**config.mk**
```make
export PLATFORM = sky130hd
export DESIGN_NAME = wb_openram_bridge
export DESIGN_NICKNAME = d
export VERILOG_FILES = /design/src/rtl/wb_openram_bridge.sv
export SDC_FILE = /design/constraint.sdc
export NUM_CORES = 1
export LEC_CHECK = 0
export ABC_AREA = 1
export CAP_MARGIN = 15
export CELL_PAD_IN_SITES_DETAIL_PLACEMENT = 1
export CELL_PAD_IN_SITES_GLOBAL_PLACEMENT = 2
export CORE_ASPECT_RATIO = 2
export CORE_MARGIN = 5
export CORE_UTILIZATION = 34
export DETAILED_ROUTE_END_ITERATION = 10
export DONT_BUFFER_PORTS = 1
export PLACE_DENSITY_LB_ADDON = 0.1
export RECOVER_POWER = 50
export SLEW_MARGIN = 20
export SYNTH_ARGS = -nofsm -noshare
export SYNTH_HDL_FRONTEND = slang
export SYNTH_SLANG_ARGS = --single-unit
```
**constraint.sdc**
```tcl
create_clock -name wb_clk_i -period 4.75 [get_ports wb_clk_i]
set_input_delay 0.7125 -clock wb_clk_i [delete_from_list [all_inputs] [get_ports wb_clk_i]]
set_output_delay 0.7125 -clock wb_clk_i [all_outputs]
set_load 0.01 [all_outputs]
```
**src/rtl/wb_openram_bridge.sv**
```systemverilog
// Wishbone classic slave bridging a Caravel user address window onto port 0
// (1RW) of an OpenRAM SRAM macro with 32-bit words and a byte write mask.
//
// Ports:
//   wb_clk_i, wb_rst_n_i          shared clock, synchronous active-low reset
//   wbs_cyc_i/stb_i/we_i/sel_i    Wishbone request
//   wbs_adr_i/dat_i               byte address, write data
//   wbs_ack_o/err_o/dat_o         registered one-cycle response, read data
//   sram_csb0/web0/wmask0         SRAM port 0 controls (csb/web active low)
//   sram_addr0/din0/dout0         SRAM word address, write data, read data
//
// Build option: define WB_OPENRAM_ERR_EN to answer out-of-window accesses
// with wbs_err_o; otherwise they are acked (reads return 0, writes dropped).

module wb_openram_bridge #(
    parameter logic [31:0] BASE_ADDR    = 32'h3000_0000,
    parameter int          ADDR_WIDTH   = 8,
    parameter int          READ_LATENCY = 1
) (
    input  logic                  wb_clk_i,
    input  logic                  wb_rst_n_i,
    input  logic                  wbs_cyc_i,
    input  logic                  wbs_stb_i,
    input  logic                  wbs_we_i,
    input  logic [3:0]            wbs_sel_i,
    input  logic [31:0]           wbs_adr_i,
    input  logic [31:0]           wbs_dat_i,
    output logic                  wbs_ack_o,
    output logic                  wbs_err_o,
    output logic [31:0]           wbs_dat_o,
    output logic                  sram_csb0,
    output logic                  sram_web0,
    output logic [3:0]            sram_wmask0,
    output logic [ADDR_WIDTH-1:0] sram_addr0,
    output logic [31:0]           sram_din0,
    input  logic [31:0]           sram_dout0
);

    localparam logic [1:0] S_IDLE   = 2'd0;
    localparam logic [1:0] S_ACCESS = 2'd1;
    localparam logic [1:0] S_RWAIT  = 2'd2;
    localparam logic [1:0] S_ACK    = 2'd3;

    localparam logic [32:0] WINDOW     = 33'd4 << ADDR_WIDTH;
    localparam logic [1:0]  RWAIT_LOAD = 2'(READ_LATENCY - 1);

    logic [1:0]  state;
    logic [1:0]  cnt;
    logic        we_q;
    logic [32:0] offset;
    logic        in_range;
    logic        req;

    // 33-bit subtraction: bit 32 flags addresses below the base.
    assign offset   = {1'b0, wbs_adr_i} - {1'b0, BASE_ADDR};
    assign in_range = !offset[32] && (offset < WINDOW);

    // A response still on the bus means the master has not yet seen it;
    // its stb must not start a second access.
    assign req = wbs_cyc_i && wbs_stb_i && !wbs_ack_o && !wbs_err_o;

`ifdef WB_OPENRAM_ERR_EN
    logic err_q;
    assign wbs_err_o = err_q;
`else
    assign wbs_err_o = 1'b0;
`endif

    always_ff @(posedge wb_clk_i) begin
        if (!wb_rst_n_i) begin
            state       <= S_IDLE;
            cnt         <= '0;
            we_q        <= 1'b0;
            wbs_ack_o   <= 1'b0;
            wbs_dat_o   <= '0;
            sram_csb0   <= 1'b1;
            sram_web0   <= 1'b1;
            sram_wmask0 <= '0;
            sram_addr0  <= '0;
            sram_din0   <= '0;
`ifdef WB_OPENRAM_ERR_EN
            err_q       <= 1'b0;
`endif
        end else begin
            unique case (state)
                S_IDLE: begin
                    if (req) begin
                        if (in_range) begin
                            sram_csb0   <= 1'b0;
                            sram_web0   <= ~wbs_we_i;
                            sram_wmask0 <= wbs_we_i ? wbs_sel_i : 4'b0000;
                            sram_din0   <= wbs_dat_i;
                            sram_addr0  <= offset[ADDR_WIDTH+1:2];
                            we_q        <= wbs_we_i;
                            state       <= S_ACCESS;
                        end else begin
                            state <= S_ACK;
`ifdef WB_OPENRAM_ERR_EN
                            err_q <= 1'b1;
`else
                            wbs_ack_o <= 1'b1;
                            if (!wbs_we_i) begin
                                wbs_dat_o <= '0;
                            end
`endif
                        end
                    end
                end
                S_ACCESS: begin
                    // SRAM samples at this edge; the access completes even
                    // if the master has abandoned the cycle.
                    sram_csb0 <= 1'b1;
                    sram_web0 <= 1'b1;
                    if (!wbs_cyc_i) begin
                        state <= S_IDLE;
                    end else if (we_q) begin
                        wbs_ack_o <= 1'b1;
                        state     <= S_ACK;
                    end else begin
                        cnt   <= RWAIT_LOAD;
                        state <= S_RWAIT;
                    end
                end
                S_RWAIT: begin
                    if (!wbs_cyc_i) begin
                        state <= S_IDLE;
                    end else if (cnt == 2'd0) begin
                        wbs_dat_o <= sram_dout0;
                        wbs_ack_o <= 1'b1;
                        state     <= S_ACK;
                    end else begin
                        cnt <= cnt - 2'd1;
                    end
                end
                S_ACK: begin
                    wbs_ack_o <= 1'b0;
`ifdef WB_OPENRAM_ERR_EN
                    err_q     <= 1'b0;
`endif
                    state     <= S_IDLE;
                end
                default: state <= S_IDLE;
            endcase
        end
    end

endmodule

```
* After elaboration in Yosys (flattened, before gate mapping)
Cells that the tools add are included.
Cells by class: mux-type cells 32, equal/unequal tests 14, $mul 0, bitwise gates (word level) 1, reductions and logical operators 16, order comparisons 1, add/sub/neg operators 2, shift operators 0, divide/modulo/power cells 0
Operator list (count):
- $mux 32 | 5
- $pmux 32 s2 | 1
- $lt 33x11->1 const B | 1
- $sub 32x30->33 const B | 1
- $ne 2x2->1 const B | 10
- $mux 2 | 9
- $reduce_and 6->1 | 2
- $mux 1 | 11
- $pmux 2 s4 | 1
- $reduce_and 3->1 | 2
- $reduce_bool 2->1 | 3
- $reduce_and 5->1 | 1
- $eq 2x2->1 const B | 2
- $logic_not 2->1 | 2
- $mux 4 | 1
- $pmux 1 s2 | 2
- $pmux 1 s4 | 1
- $pmux 2 s2 | 1
- $logic_and 1x1->1 | 3
- $ne 3x3->1 const B | 1
- $eq 2x1->1 const B | 1
- $logic_not 1->1 | 2
- $reduce_and 2->1 | 1
- $sub 2x1->2 const B | 1
- $not 1->1 | 1
Word-level totals: output and inout bits 80, input bits 105, register bits after elaboration 84, logic and storage cells 76, bits in latches 0, RAM bits 0, memories kept 0, memory bits (read-only) 0

* Longest topological paths before layout
depth after elaboration 6, mapped depth 12, gate-level depth less buffers 11

* Worst setup path after synthesis
Ideal clock, no wire load.
path kind input -> register, start point in wbs_adr_i[28], end point reg sram_addr0[0], data required time 4634 ps, arrival time 1977 ps, slack 2657 ps, stages on the path 12, path buffers 1, cells stage by stage ha_1 inv_1 nand2_1 nor2_1 nand2_1 nor2_2 nand2_1 nor2_4 nand2_2 buf_6 nor2_1 nor2_1
On the way: longest elaborated chain between the ends 4, elaborated cells between the ends (all ways) 5, those cells by class add/sub: 1; order compare: 1; reduce/logical: 3
Ends and longest elaborated chain:
- from (decl) | line 26 | input logic [31:0] wbs_adr_i,
- $sub 32x30->33 (*) | line 55 | assign offset = {1'b0, wbs_adr_i} - {1'b0, BASE_ADDR};
- $lt 33x11->1 or $logic_not 1->1 (tied branches) | line 56 | assign in_range = !offset[32] && (offset < WINDOW);
- $logic_and 1x1->1 (*) | line 56
- $reduce_and 3->1 (no source line) (*)
- to (signal assigned) | line 93 | sram_addr0 <= offset[ADDR_WIDTH+1:2];
- to (decl) | line 34 | output logic [ADDR_WIDTH-1:0] sram_addr0,
Mark *: on every way between the ends. The rest lies on a longest branch, timed or not. A chain may end at the register's enable or synchronous reset.

* Final worst setup path
start point reg state[0], end point reg wbs_dat_o[26]
On the way: longest elaborated chain between the ends 3, elaborated cells between the ends (all ways) 10, those cells by class eq/ne: 6; mux: 1; reduce/logical: 3
Ends and longest elaborated chain:
- from (decl) | line 47 | logic [1:0] state;
- from (signal assigned) | line 71 | state <= S_IDLE;
- from (signal assigned) | line 95 | state <= S_ACCESS;
- from (signal assigned) | line 97 | state <= S_ACK;
- $eq 2x2->1 or $logic_not 2->1 (tied branches) | line 85 | unique case (state)
- $ne 2x2->1 (no source line) or $reduce_bool 2->1 (tied branches)
- $reduce_and 6->1 (no source line)
- to (signal assigned) | line 128 | wbs_dat_o <= sram_dout0;
- to (decl) | line 30 | output logic [31:0] wbs_dat_o,
Several ways; a longest one is shown, not always the timed one.

==> results.json <==
{
  "run_status": "completed",
  "finalCritPeriodShare_pct": 52.09,
  "yosysWarnings": 0,
  "sort_of_element_at_the_start_of_the_critical_path": "register",
  "die-height_um": 154.2,
  "min_path_type": "reg2reg",
  "antenna_violations_before_repair": 0,
  "netlist_area_um2": 3537,
  "min_delay_path_depth": 2,
  "timing.final.crit_period_ns": 2.474,
  "r2r_cells": 8,
  "power-per-cell-area_nw_per_um2": 603.5,
  "yosys-top-cells-area": "dfxtp_1, nor2_1, nand2_1",
  "cap_violations": 0,
  "via_count_of_the_first_global_routing_pass": 3173,
  "floorplan.core_area_um2": 10150,
  "max-clock-path-buffers": 2,
  "finalNonFillerCells": 631,
  "final-seq-area_um2": 1682,
  "cts_setup_buffers": 0,
  "globalplace.congestion": 0.8070,
  "grt_first_pass_wirelength_mm": 15.61,
  "finalHoldViolations": 0,
  "area.growth.synth_to_final_pct": 8.773,
  "global_route.usage.total_pct": 16.02,
  "placement_rows": 52,
  "wl_per_cell_um": 15.97,
  "drc": 0,
  "syn_avg_cell_area_um2": 7.004,
  "detailedRoute.firstIterationViolations": 107,
  "top_level_ports": 185,
  "routed-via-count": 3086,
  "worst_path_largest_cell_delay_ns": 0.54,
  "max-slew-margin-rel_pct": 44.42,
  "worst_setup_path_end_kind": "register",
  "number_of_clock_sinks_seen_by_cts": 84,
  "drive_above_1_share_pct": 5.444,
  "max_freq_mhz": 404.2,
  "buffer_ports.inserted": 0,
  "clk_pin_slew_ns": 0.06,
  "mostFrequentLayoutCells": "nor2_1, nand2_1, dfxtp_1",
  "total_cts_buffers": 9,
  "num-fill-cells": 1329,
  "critPathSlowestCell": "nand3_4",
  "cts.hold.buffers_added": 0,
  "crit_type": "reg2reg",
  "hpwlAfterDp_mm": 7.239,
  "drt_pre_antenna_iters": 4,
  "synth.distinct_cells": 29,
  "cellLeakagePower_uw": 0.001831,
  "synthesis.instances": 505,
  "clk-insertion-delay-late_ns": 0.34,
  "pin_count_of_the_biggest_net_entering_global_routing": 79,
  "routed_wirelength_mm": 10.08,
  "seq_area_frac_synth_pct": 47.54,
  "dpl-instance-area_um2": 3551,
  "rsz0062_at_grt": "false",
  "floorplan.initialDensity_pct": 34.85,
  "clk_root_buffer_cell": "clkbuf_16",
  "postSynthNetCount": 612,
  "clock_tree.htree_level_count": 3,
  "path_max_fanout": 64,
  "critical_path_required_ns": 4.97,
  "insertedDiodeCount": 0,
  "cts.repair.resized": 0,
  "setup-tns-final_ns": 0,
  "place_inst": 615,
  "postRouteAntennaNets": 0,
  "netlist.top_cell.by_area": "dfxtp_1",
  "globalRoute.totalOverflow": 0,
  "finish.net_count": 598,
  "report.final.setup_viol": 0,
  "final_design_area_no_fill_um2": 3847,
  "power.total_uw": 2322,
  "area_of_the_die_um2": 12670,
  "vias_per_cell": 4.891,
  "vdd.ir_drop.worst_v": 0.0001977,
  "cp.arrival_ns": 2.70,
  "path_common_cell": "nand2_1",
  "skew_ns": 0.01240,
  "synth_top_area_share_pct": 47.54,
  "tritoncts_clock_tree": "done",
  "multi_input_comb_area_um2": 1455,
  "tightest_slew_ns": 0.8307,
  "mostFrequentLayoutCell": "nor2_1",
  "maxSlewViolCount": 0,
  "cp_cell_sequence": "inv_1 -> nand2_1 -> inv_2 -> nand2_1 -> o21ai_1 -> nand3_4 -> a21oi_1 -> nor2_1",
  "chipWidth_um": 82.12,
  "ys_seq_elements": 84
}
## state kept, by name, summed over array words and instances, names as in the netlist
name and flops:
cnt 2, sram_wmask0 4, sram_addr0 8, sram_web0 1, we_q 1, wbs_ack_o 1, sram_csb0 1, sram_din0 32
wbs_dat_o 32, state 2
## final timing paths
| check | start | to | slack [ns] |
|---|---|---|---|
| worst max-delay path | state[0] | wbs_dat_o[26] | 2.28 |
| worst min-delay path | cnt[1] | cnt[1] | 0.47 |
| worst max register to register | state[0] | wbs_dat_o[26] | 2.28 |
| worst min register to register | cnt[1] | cnt[1] | 0.47 |
## area by class of cell
cell class,instances,area share (%)
well taps,135,4.390
flip-flops and latches,84,43.71
repair buffers,1,0.1951
multi-input cells,333,37.82
clock inverters,6,1.626
clock buffers,10,6.211
inverters,62,6.049
## critical path, delay by kind of cell, from the launching register on
family | cells | cell delay (ns)
AOI/OAI and AO/OA | 2 | 0.52
buffers and inverters | 2 | 0.57
and+or+nand+nor | 4 | 0.92
DFF | 1 | 0.33
## cell usage after synthesis
| master | n |
|---|---|
| o21ai_1 | 1 |
| clkbuf_2 | 1 |
| inv_2 | 1 |
| conb_1 | 1 |
| a21oi_2 | 1 |
| a311oi_1 | 1 |
| o21ai_0 | 47 |
| nand2_2 | 2 |
| a31oi_1 | 1 |
| nor2_1 | 123 |
| buf_4 | 1 |
| buf_2 | 6 |
| ha_1 | 2 |
| or2_2 | 1 |
| a21oi_1 | 40 |
| nor2_4 | 1 |
| dfxtp_1 | 84 |
| nand3_1 | 5 |
| clkbuf_1 | 8 |
| and2_0 | 1 |
| nor2_2 | 3 |
| buf_6 | 7 |
| nand4_1 | 6 |
| nand3_4 | 1 |
| buf_1 | 3 |
| inv_1 | 61 |
| a211oi_1 | 1 |
| nand2_1 | 94 |
| nand3_2 | 1 |
## per-stage QoR
step / setup slack [ns] / hold slack, ns / utilization [%]
2_1_floorplan: 2.657 / 0.4333 / -
3_5_place_dp: 2.109 / 0.4608 / 34.99
3_3_place_gp: 2.122 / 0.4441 / 34.99
6_report: 2.276 / 0.4658 / 37.91
4_1_cts: 2.175 / 0.4589 / 37.96
5_1_grt: 1.927 / 0.4686 / 37.91
## kinds of logic (layout without fill, tap and decap cells)
family                   Yosys count  in the layout  synth area share, %
adder cells (fa/ha/maj)            2              2               0.7074
AO/OA/AOI/OAI                     92             92                13.34
buffers and inverters             88             79                11.18
other                              1              1               0.1060
AND/OR/NAND/NOR                  238            238                27.13
flip-flops                        84             84                47.54
## routing by layer
layer	up-vias	GRT usage, %	share of wire (%)
met4	0	8.399	2.7
met2	117	27.79	51
met3	15	6.403	11
met1	1426	15.78	35
met5	-	0	0
li1	1528	-	-
## where the power goes
part | internal, uW | leakage, uW | total, uW | switching, uW
registers | 851 | 0.000682 | 1010 | 160
logic | 204 | 0.000996 | 605 | 401
clock network | 422 | 0.000153 | 706 | 284
(Power assumes the default switching activity.)
